===== src/rtl/muladd_pkg.sv =====
// Shared constants and FSM encoding for the muladd operand loader.
// Package: SIZE, DATA_W, ADDR_W, RES_W, loader_state_t.
package muladd_pkg;

    localparam int SIZE   = 16;
    localparam int DATA_W = 16;
    localparam int ADDR_W = 4;
    localparam int RES_W  = 32;

    typedef enum logic [1:0] {
        ST_LOAD  = 2'd0,
        ST_START = 2'd1,
        ST_RUN   = 2'd2,
        ST_OUT   = 2'd3
    } loader_state_t;

endpackage


===== src/rtl/muladd_operand_ram.sv =====
// Operand RAM: one write port, one registered read port (ap_memory style).
// Ports: clk, rst_n, we/waddr/wdata, re/raddr -> rdata (1-cycle, holds when re=0).
module muladd_operand_ram #(
    parameter int DEPTH  = 16,
    parameter int DATA_W = 16,
    parameter int ADDR_W = 4
) (
    input  logic              clk,
    input  logic              rst_n,
    input  logic              we,
    input  logic [ADDR_W-1:0] waddr,
    input  logic [DATA_W-1:0] wdata,
    input  logic              re,
    input  logic [ADDR_W-1:0] raddr,
    output logic [DATA_W-1:0] rdata
);

    localparam logic [ADDR_W:0] DEPTH_L = (ADDR_W + 1)'(DEPTH);

    logic [DATA_W-1:0] mem [DEPTH];
    logic [DATA_W-1:0] rdata_q, rdata_d;
    logic              in_range;

    assign in_range = {1'b0, raddr} < DEPTH_L;

    // Storage is deliberately not reset.
    always_ff @(posedge clk) begin
        if (we) begin
            mem[waddr] <= wdata;
        end
    end

    always_comb begin
        rdata_d = rdata_q;
        if (re) begin
            rdata_d = in_range ? mem[raddr] : '0;
        end
    end

    always_ff @(posedge clk or negedge rst_n) begin
        if (!rst_n) begin
            rdata_q <= '0;
        end else begin
            rdata_q <= rdata_d;
        end
    end

    assign rdata = rdata_q;

endmodule


===== src/rtl/muladd_operand_loader.sv =====
// Operand feeder for the muladd_0 core: loads SIZE (a,b) pairs, starts the
// core, serves its a/b ap_memory reads and returns ap_return on m_* stream.
// Ports: ap_clk/ap_rst_n, s_* operand stream, core_* ap_ctrl_hs + memories,
// m_* result stream, busy, load_err, chk_mismatch.
// Option: MULADD_OPERAND_LOADER_CHECK_EN builds a shadow accumulator.
module muladd_operand_loader #(
    parameter int SIZE   = muladd_pkg::SIZE,
    parameter int DATA_W = muladd_pkg::DATA_W,
    parameter int ADDR_W = muladd_pkg::ADDR_W,
    parameter int RES_W  = muladd_pkg::RES_W
) (
    input  logic              ap_clk,
    input  logic              ap_rst_n,
    input  logic              s_valid,
    output logic              s_ready,
    input  logic [DATA_W-1:0] s_a,
    input  logic [DATA_W-1:0] s_b,
    input  logic              s_last,
    output logic              core_start,
    input  logic              core_done,
    input  logic              core_idle,
    input  logic              core_ready,
    input  logic [ADDR_W-1:0] core_a_address0,
    input  logic [ADDR_W-1:0] core_b_address0,
    input  logic              core_a_ce0,
    input  logic              core_b_ce0,
    output logic [DATA_W-1:0] core_a_q0,
    output logic [DATA_W-1:0] core_b_q0,
    input  logic [RES_W-1:0]  core_return,
    output logic              m_valid,
    input  logic              m_ready,
    output logic [RES_W-1:0]  m_data,
    output logic              busy,
    output logic              load_err,
    output logic              chk_mismatch
);

    import muladd_pkg::*;

    localparam logic [ADDR_W-1:0] LAST_IDX = ADDR_W'(SIZE - 1);

    loader_state_t     state_q, state_d;
    logic [ADDR_W-1:0] wr_ptr_q, wr_ptr_d;
    logic [RES_W-1:0]  m_data_q, m_data_d;
    logic              load_err_q, load_err_d;
    logic              beat, last_beat, capture;
    logic              unused_idle;

    assign unused_idle = core_idle;

    assign beat      = s_valid && (state_q == ST_LOAD);
    assign last_beat = (wr_ptr_q == LAST_IDX);

    // Handshake outputs decode the state register directly, so an
    // asynchronous reset drops core_start/m_valid immediately.
    assign s_ready    = (state_q == ST_LOAD);
    assign core_start = (state_q == ST_START);
    assign m_valid    = (state_q == ST_OUT);
    assign busy       = (state_q != ST_LOAD);
    assign m_data     = m_data_q;
    assign load_err   = load_err_q;

    always_comb begin
        state_d    = state_q;
        wr_ptr_d   = wr_ptr_q;
        load_err_d = load_err_q;
        capture    = 1'b0;
        unique case (state_q)
            ST_LOAD: begin
                if (beat) begin
                    wr_ptr_d = wr_ptr_q + 1'b1;
                    // Beat count alone ends the vector; s_last is only audited.
                    if (s_last != last_beat) begin
                        load_err_d = 1'b1;
                    end
                    if (last_beat) begin
                        wr_ptr_d = '0;
                        state_d  = ST_START;
                    end
                end
            end
            ST_START: begin
                if (core_ready) begin
                    capture = core_done;
                    state_d = core_done ? ST_OUT : ST_RUN;
                end
            end
            ST_RUN: begin
                if (core_done) begin
                    capture = 1'b1;
                    state_d = ST_OUT;
                end
            end
            ST_OUT: begin
                if (m_ready) begin
                    state_d = ST_LOAD;
                end
            end
            default: state_d = ST_LOAD;
        endcase
        m_data_d = capture ? core_return : m_data_q;
    end

    always_ff @(posedge ap_clk or negedge ap_rst_n) begin
        if (!ap_rst_n) begin
            state_q    <= ST_LOAD;
            wr_ptr_q   <= '0;
            m_data_q   <= '0;
            load_err_q <= 1'b0;
        end else begin
            state_q    <= state_d;
            wr_ptr_q   <= wr_ptr_d;
            m_data_q   <= m_data_d;
            load_err_q <= load_err_d;
        end
    end

`ifdef MULADD_OPERAND_LOADER_CHECK_EN
    logic [RES_W-1:0] acc_q, acc_d;
    logic             chk_q, chk_d;

    always_comb begin
        acc_d = acc_q;
        chk_d = chk_q;
        if (beat) begin
            acc_d = acc_q + RES_W'(s_a) * RES_W'(s_b);
        end
        // Cleared on the way back into LOAD for the next vector.
        if ((state_q == ST_OUT) && m_ready) begin
            acc_d = '0;
        end
        if (capture && (core_return != acc_q)) begin
            chk_d = 1'b1;
        end
    end

    always_ff @(posedge ap_clk or negedge ap_rst_n) begin
        if (!ap_rst_n) begin
            acc_q <= '0;
            chk_q <= 1'b0;
        end else begin
            acc_q <= acc_d;
            chk_q <= chk_d;
        end
    end

    assign chk_mismatch = chk_q;
`else
    assign chk_mismatch = 1'b0;
`endif

    muladd_operand_ram #(
        .DEPTH (SIZE),
        .DATA_W(DATA_W),
        .ADDR_W(ADDR_W)
    ) u_ram_a (
        .clk  (ap_clk),
        .rst_n(ap_rst_n),
        .we   (beat),
        .waddr(wr_ptr_q),
        .wdata(s_a),
        .re   (core_a_ce0),
        .raddr(core_a_address0),
        .rdata(core_a_q0)
    );

    muladd_operand_ram #(
        .DEPTH (SIZE),
        .DATA_W(DATA_W),
        .ADDR_W(ADDR_W)
    ) u_ram_b (
        .clk  (ap_clk),
        .rst_n(ap_rst_n),
        .we   (beat),
        .waddr(wr_ptr_q),
        .wdata(s_b),
        .re   (core_b_ce0),
        .raddr(core_b_address0),
        .rdata(core_b_q0)
    );

endmodule


===== config.mk =====
export PLATFORM = sky130hd
export DESIGN_NAME = muladd_operand_loader
export DESIGN_NICKNAME = d
export VERILOG_FILES = /design/src/rtl/muladd_pkg.sv /design/src/rtl/muladd_operand_ram.sv /design/src/rtl/muladd_operand_loader.sv
export SDC_FILE = /design/constraint.sdc
export NUM_CORES = 1
export LEC_CHECK = 0
export CORE_UTILIZATION = 60
export CTS_CLUSTER_SIZE = 8
export DETAILED_ROUTE_END_ITERATION = 8
export MAX_ROUTING_LAYER = met4
export PLACE_DENSITY = 0.86
export REMOVE_ABC_BUFFERS = 1
export SETUP_SLACK_MARGIN = 0.4
export SYNTH_ARGS = -nofsm -noshare
export SYNTH_HDL_FRONTEND = slang
export SYNTH_HIERARCHICAL = 1
export SYNTH_SLANG_ARGS = --single-unit
export TNS_END_PERCENT = 30

===== constraint.sdc =====
create_clock -name ap_clk -period 7.45 [get_ports ap_clk]
set_input_delay 1.49 -clock ap_clk [delete_from_list [all_inputs] [get_ports ap_clk]]
set_output_delay 1.49 -clock ap_clk [all_outputs]
set_load 0.05 [all_outputs]

==> out/results.ini, run 1 <==
[critical_path]
cp.arrival_ps = 4420
r2r-end = u_ram_b/mem[2][4]
r2r_start = state_q[0]
reg2reg_slack_ps = 4020
critPathCaptureType = flop
start_kind = input port
cp_max_fo = 18
worstPathRequired_ps = 7910
r2r_cells = 5
crit_type = input port to flop

[sta]
post-route-min-period_ps = 3960
min_period_over_period_pct = 53.2
finClkSkew_ps = 30.9
fmax_mhz = 252
slew_violations = 0
rsz0062_at_grt = false
worstMarginPinSlew_ps = 1340
tns_ps = 0
finalSetupViolations = 0
maxSlewHeadroom_pct = 10.5
hold_viol_final = 0

[worst_hold_path]
min_path_type = flop to flop
hold-path-cell-count = 1
worstHoldEndpoint = load_err
min_from = load_err

[global_routing]
grt-ovfl-total = 0
grt_util_met2_pct = 48.8
grt_pass1_vias = 12600
grt_use_met3_pct = 6.45
grt_max_degree = 65
globalRouteMet1Util_pct = 37.6
grt_pass1_wl_mm = 80.5
top_usage_layer = met2
antenna_found_initial = 2
grt_usage_pct = 30.4

[place]
dpl.hpwl_mm = 26.6
place_inst = 1605
gp_congestion = 0.754
io_buffers = 149
place_area_um2 = 24400

[finish]
nFillCells = 1901
drive_above_1_share_pct = 25.6
syn_to_final_growth_pct = 19.3
nNetsFinal = 1309
multi_input_area_um2 = 4970
stdcell_count = 1760
regArea_um2 = 17200
design_area_um2 = 26900

[cts]
cts_inserted_buffers = 83
clk_pin_slew_worst_paths_ps = 50
clkLatencyLatePin_ps = 620
cts_buffer_depth = 3
cts.sinks = 583
cts_resized = 0
cts_tree = yes
h-tree-depth = 3
root_buffer = clkbuf_16
hold_buffers = 0
cts_setup_buffers = 0

[yosys]
netlist_top_cells_count = edfxtp_1, mux4_2, dfrtp_1
synth-adder-area-share_pct = 0.277
synth_top_area_cell = edfxtp_1
synthCells = 1018
synth_xor_area_share_pct = 0.0777
synth_top_family_by_area = multiplexers
synth_seq_cells = 583
synth_flop_cell = edfxtp_1
synth-compound-area-share_pct = 3.21
yosys.area_share.simple_pct = 1.94
ys_warn_count = 6
yosysMostFrequentCell = edfxtp_1
yosysTopAreaCellShare_pct = 68.2
syn_area_um2 = 22600
synth_area_leaders = edfxtp_1, mux4_2, dfrtp_1
syn-mean-instance-area_um2 = 22.2
synth_mux_area_share_pct = 16.2
async_flop_share_pct = 12.2
synth-seq-area-share_pct = 76.0
synth.distinct_cells = 42
synth_edf_count = 512

[routing]
ant_nets = 0
vias = 11800
wl_per_cell_um = 31.1
routed_wl_mm = 54.7
firstDrtPassIters = 5
via_per_inst = 6.73
drt-initial-drc-count = 1173
drc = 0

[floorplan]
coreArea_um2 = 36800
die_area_um2 = 38400
io_pins = 152
die-height_um = 196
placementRows = 70
dieWidth_um = 196
start_util_pct = 61.3

[power_and_ir_drop]
p_switching_mw = 2.49
seqPwrFrac_pct = 44.2
power_mw = 9.00
p_per_area_nw_per_um2 = 335
swShare_pct = 27.6
power_leakage_nw = 8.94
p_int_mw = 6.51
power_frac_comb_pct = 16.4
ir_worst_vdd_mv = 0.250
p_clk_share_pct = 39.5

[run_status]
status = finished, final reports clean

[job]
maxCapViolCount = 0

-- power groups by stage --
stage	Clock [mW]	Sequential (mW)	Combinational, mW
6_report	3.55	3.98	1.47
5_1_grt	3.72	3.99	1.54
4_1_cts	3.59	3.97	1.48
3_5_place_dp	0	4.02	1.44
3_3_place_gp	0	3.99	1.40
2_1_floorplan	0	4.38	0.492
-- state kept, by name, summed over array words and instances (netlist names) --
register       count
u_ram_a/mem      256
u_ram_b/mem      256
m_data            32
u_ram_a/rdata     16
u_ram_b/rdata     16
wr_ptr_q           4
state_q            2
load_err           1
-- worst max-delay path, cell delays in order --
cell	delay, ps
clkdlybuf4s50_1	1170
buf_4	470
nand2b_1	640
o22ai_1	500
a221oi_2	120
-- layout make-up --
cell class	count	area share (%)
antenna	2	0.0186
sequential	583	63.8
timing repair buffer	176	6.19
tap	468	2.18
clock inverter	8	0.567
clock buffer	145	8.70
multi-input combinational	371	18.5
inverter	7	0.0977
-- worst max path at each step --
stage / startpoint / endpoint / slack (ps)
2_1_floorplan: s_valid / u_ram_a/mem[0][0] / 3560
3_3_place_gp: s_valid / u_ram_b/mem[2][12] / 3130
3_5_place_dp: core_b_address0[3] / u_ram_b/rdata[7] / 3040
4_1_cts: core_b_address0[3] / u_ram_b/rdata[6] / 3590
5_1_grt: core_b_address0[3] / u_ram_b/rdata[15] / 3460
6_report: core_b_address0[3] / u_ram_b/rdata[14] / 3490
-- cells in the final DEF (no fill, tap or decap), types with 8 or more instances in the layout --
cell             instances
nor2_1                  40
edfxtp_1               512
clkbuf_16               84
nor2_2                  17
mux4_2                 112
mux2_2                  31
o22ai_1                 33
mux4_1                  16
dfrtp_1                 71
nor3_2                   8
mux2i_1                 32
clkdlybuf4s50_1        142
buf_4                   30
a221oi_2                28
clkbuf_1                60
-- routing by layer --
layer / vias to the layer above / wire [um]
li1: 4705 / -
met1: 6013 / 18900
met2: 940 / 27700
met3: 190 / 5960
met4: 0 / 2210
met5: - / 0
-- cells by family (layout without fill, tap and decap cells) --
| family | after synthesis | count (layout) |
|---|---|---|
| AO/OA/AOI/OAI | 75 | 75 |
| XOR/XNOR | 2 | 2 |
| adder cells (fa/ha/maj) | 5 | 5 |
| buffers and inverters | 64 | 336 |
| flip-flops | 583 | 583 |
| multiplexers | 194 | 194 |
| other | 1 | 3 |
| AND/OR/NAND/NOR | 94 | 94 |
-- per-stage QoR --
stage,utilization (%),worst slack [ps],hold WS [ps]
2_1_floorplan,-,3560,557
5_1_grt,73.1,3460,461
6_report,73.1,3490,454
3_3_place_gp,66.3,3130,449
3_5_place_dp,66.3,3040,443
4_1_cts,73.1,3590,455
Power figures use the tool's default switching activity.
==> run 2, diff against run 1 <==
--- a/config.mk
+++ b/config.mk
@@ -5,11 +5,11 @@
 export SDC_FILE = /design/constraint.sdc
 export NUM_CORES = 1
 export LEC_CHECK = 0
-export CORE_UTILIZATION = 60
+export CORE_UTILIZATION = 59
 export CTS_CLUSTER_SIZE = 8
 export DETAILED_ROUTE_END_ITERATION = 8
 export MAX_ROUTING_LAYER = met4
-export PLACE_DENSITY = 0.86
+export PLACE_DENSITY = 0.85
 export REMOVE_ABC_BUFFERS = 1
 export SETUP_SLACK_MARGIN = 0.4
 export SYNTH_ARGS = -nofsm -noshare
==> constraint.sdc (replaced) <==
create_clock -name ap_clk -period 3.75 [get_ports ap_clk]
set_input_delay 0.75 -clock ap_clk [delete_from_list [all_inputs] [get_ports ap_clk]]
set_output_delay 0.75 -clock ap_clk [all_outputs]
set_load 0.05 [all_outputs]
==> out/results.ini, run 2 (synthesized netlist as in run 1, its figures left out) <==
[run_status]
status = finished, final reports clean

[critical_path]
r2r_cells = 6
cp.arrival_ps = 2310
worstPathRequired_ps = 3000
start_kind = flop
crit_type = flop to primary output
cp_max_fo = 6
reg2reg_slack_ps = 920
critPathCaptureType = primary output

[routing]
ant_nets = 0
vias = 11800
wl_per_cell_um = 29.5
routed_wl_mm = 53.9
met3WireLength_mm = 5.26
firstDrtPassIters = 5
wl_met2_mm = 27.0
drt-initial-drc-count = 1292
via_per_inst = 6.45
drc = 0
topRoutingLayerUsed = met4
wl_met1_mm = 19.7

[place]
io_buffers = 149
place_area_um2 = 24700
gp_congestion = 0.792
dpl.hpwl_mm = 27.5
place_inst = 1679
pre_cts_ws_ps = 689

[finish]
syn_to_final_growth_pct = 20.2
design_area_um2 = 27100
final_common_cell = edfxtp_1
nNetsFinal = 1339
stdcell_count = 1829
layout_common_cells = edfxtp_1, clkdlybuf4s50_1, mux4_2
drive_above_1_share_pct = 25.8
nFillCells = 2040
utilization_pct = 72.0

[cts]
cts_setup_buffers = 0
clkLatencyLatePin_ps = 600
cts_inserted_buffers = 82
cts_resized = 0
root_buffer = clkbuf_16
cts.sinks = 583
clk_pin_slew_worst_paths_ps = 50
hold_buffers = 0
cts_tree = yes
cts_buffer_depth = 3
h-tree-depth = 3

[sta]
tns_ps = 0
rsz0062_at_grt = false
finalSetupViolations = 0
post-route-min-period_ps = 3060
min_period_over_period_pct = 81.7
finClkSkew_ps = 21.5
holdWs_ps = 354
maxSlewHeadroom_pct = 23.8
setup_ws_ps = 688
hold_viol_final = 0
slew_violations = 0
worstMarginPinSlew_ps = 1140
fmax_mhz = 327

[global_routing]
antenna_found_initial = 2
grt_max_degree = 72
grt_pass1_vias = 12500
grt-ovfl-total = 0
grt_usage_pct = 29.5
grt_pass1_wl_mm = 79.3

[worst_hold_path]
min_path_type = input port to asynchronous set/reset pin

[floorplan]
io_pins = 152
dieWidth_um = 198
placementRows = 71
coreArea_um2 = 37700
start_util_pct = 59.9
die-height_um = 198
die_area_um2 = 39000

[power_and_ir_drop]
p_per_area_nw_per_um2 = 650
power_mw = 17.6
ir_worst_vdd_mv = 0.492
power_leakage_nw = 9.08

[job]
maxCapViolCount = 0

run 2: path summary, 6_finish.rpt:
path,from,to
max in group asynchronous,ap_rst_n,u_ram_b/rdata[3]
hold / removal,ap_rst_n,m_data[0]
min in group ap_clk,load_err,load_err
setup / recovery,state_q[0],s_ready
hold reg to reg,load_err,load_err
setup reg to reg,state_q[0],u_ram_b/mem[12][9]
run 2: critical path: stages (launching register included):
cell             delay (ps)
dfrtp_1                 400
inv_1                   150
ha_1                    310
clkdlybuf4s50_1         850
run 2: final cells by class:
type	count	area, um^2	area share [%]
well taps	511	639	2.36
repair buffers	207	1980	7.30
diodes	2	5.00	0.0185
inverters	7	26.3	0.0969
clock buffers	146	2360	8.69
multi-input cells	371	4940	18.2
clock inverters	2	17.5	0.0646
flip-flops and latches	583	17200	63.3
run 2: where the power goes:
group / switching [mW] / internal (mW) / leakage [nW] / total [mW]
clock network: 2.63 / 4.20 / 1.13 / 6.83
logic: 1.84 / 1.09 / 2.53 / 2.93
registers: 0.297 / 7.58 / 5.42 / 7.87
total: 4.77 / 12.9 / 9.08 / 17.6
run 2: metal layers:
metal	up-vias	global-route usage, %
li1	4744	-
met1	6122	37.2
met2	785	47.2
met3	155	6.30
met4	0	12.2
met5	-	-
==> run 3, diff against run 2 <==
==> constraint.sdc (replaced) <==
create_clock -name ap_clk -period 3 [get_ports ap_clk]
set_input_delay 0.6 -clock ap_clk [delete_from_list [all_inputs] [get_ports ap_clk]]
set_output_delay 0.6 -clock ap_clk [all_outputs]
set_load 0.05 [all_outputs]
==> out/results.ini, run 3 (synthesized netlist as in run 1, its figures left out) <==
[critical_path]
crit_buf_inv = 3
slowest_delay_ps = 520
worstPathCellList = inv_1 -> ha_1 -> inv_2 -> dlygate4sd2_1
crit_family = buffers and inverters
cpMaxStageDelayCell = dlygate4sd2_1
cp.arrival_ps = 1950
worstPathRequired_ps = 2400
start_kind = flop
crit_type = flop to primary output
critPathCaptureType = primary output
cp_max_fo = 6

[sta]
rsz0062_at_grt = true
holdWs_ps = 209
setup_ws_ps = 446
post-route-min-period_ps = 2550
worstMarginPinSlew_ps = 1070
finClkSkew_ps = 38.2
finalSetupViolations = 0
fmax_mhz = 392
min_period_over_period_pct = 85.1
slew_violations = 0
maxSlewHeadroom_pct = 28.4
hold_viol_final = 0

[floorplan]
start_util_pct = 59.9
coreArea_um2 = 37700
placementRows = 71
die_area_um2 = 39000
die-height_um = 198
io_pins = 152
dieWidth_um = 198

[power_and_ir_drop]
ir_worst_vdd_mv = 0.644
p_per_area_nw_per_um2 = 805
power_mw = 22.0
power_leakage_nw = 9.17

[global_routing]
grt-ovfl-total = 0
grt_usage_pct = 28.8
grt_pass1_wl_mm = 77.7
grt_pass1_vias = 12400
antenna_found_initial = 0
grt_max_degree = 72

[routing]
via_per_inst = 6.40
routed_wl_mm = 52.4
firstDrtPassIters = 5
drc = 0
ant_nets = 0
wl_per_cell_um = 28.6
drt-initial-drc-count = 1093
vias = 11700

[place]
gp_congestion = 0.839
io_buffers = 149
pre_cts_ws_ps = 222
dpl.hpwl_mm = 28.3

[cts]
cts_buffer_depth = 3
cts_inserted_buffers = 82
clk_pin_slew_worst_paths_ps = 50
cts_setup_buffers = 0
cts.sinks = 583
clkLatencyLatePin_ps = 600
root_buffer = clkbuf_16
hold_buffers = 0
h-tree-depth = 3
cts_tree = yes

[finish]
num_antenna_cells = 0
drive_above_1_share_pct = 26.3
final_common_cell = edfxtp_1
nNetsFinal = 1348
layout_common_cells = edfxtp_1, clkdlybuf4s50_1, mux4_2
syn_to_final_growth_pct = 21.0

[run_status]
status = finished, final reports clean

[worst_hold_path]
min_path_type = input port to asynchronous set/reset pin

[job]
maxCapViolCount = 0

## run 3: path summary, 6_finish.rpt
check                           startpoint                  to  slack, ps  cells after the start
max in group asynchronous         ap_rst_n    u_ram_b/rdata[2]       2090                      1
worst max-delay path            state_q[1]                busy        450                      4
worst min-delay path              ap_rst_n          m_data[16]        210                      1
worst max register to register  state_q[1]  u_ram_a/mem[3][13]        500                      6
min in group ap_clk               load_err            load_err        450                      1
worst min register to register    load_err            load_err        450                      1
## run 3: cell type report
cell class | count | area (um^2)
Sequential cell | 583 | 17200
Fill cell | 2054 | 10400
Multi-Input combinational cell | 371 | 4940
Clock buffer | 144 | 2330
Timing Repair Buffer | 216 | 2190
Tap cell | 511 | 639
Inverter | 7 | 26.3
Clock inverter | 2 | 25.0
## run 3: layer usage
metal	GRT usage, %	vias to the layer above	part of all wire, %	wire length, um
met5	-	-	0	0
met4	12.0	0	3.4	1790
met3	7.26	137	9.8	5160
met2	46.3	752	51	26700
met1	35.1	6088	36	18700
li1	-	4758	-	-
## run 3: metrics by stage
step	std cells	util (%)	area (um^2)	setup TNS, ps
2_1_floorplan	961	-	22100	-51930
3_3_place_gp	1688	66.2	24900	0
3_5_place_dp	1688	66.2	24900	0
4_1_cts	1834	72.4	27300	0
5_1_grt	1834	72.5	27300	0
6_report	1834	72.5	27300	0
## run 3: repair_timing
item | CTS | global route
pin swaps | 0 | 0
resized for setup | 2 | 4
setup endpoints to repair | 7 | 155
## run 3: power breakdown
group	leakage (nW)	switching (mW)	internal [mW]
registers	5.42	0.387	9.47
clock network	1.12	3.24	5.19
logic	2.63	2.28	1.39
total	9.17	5.91	16.1
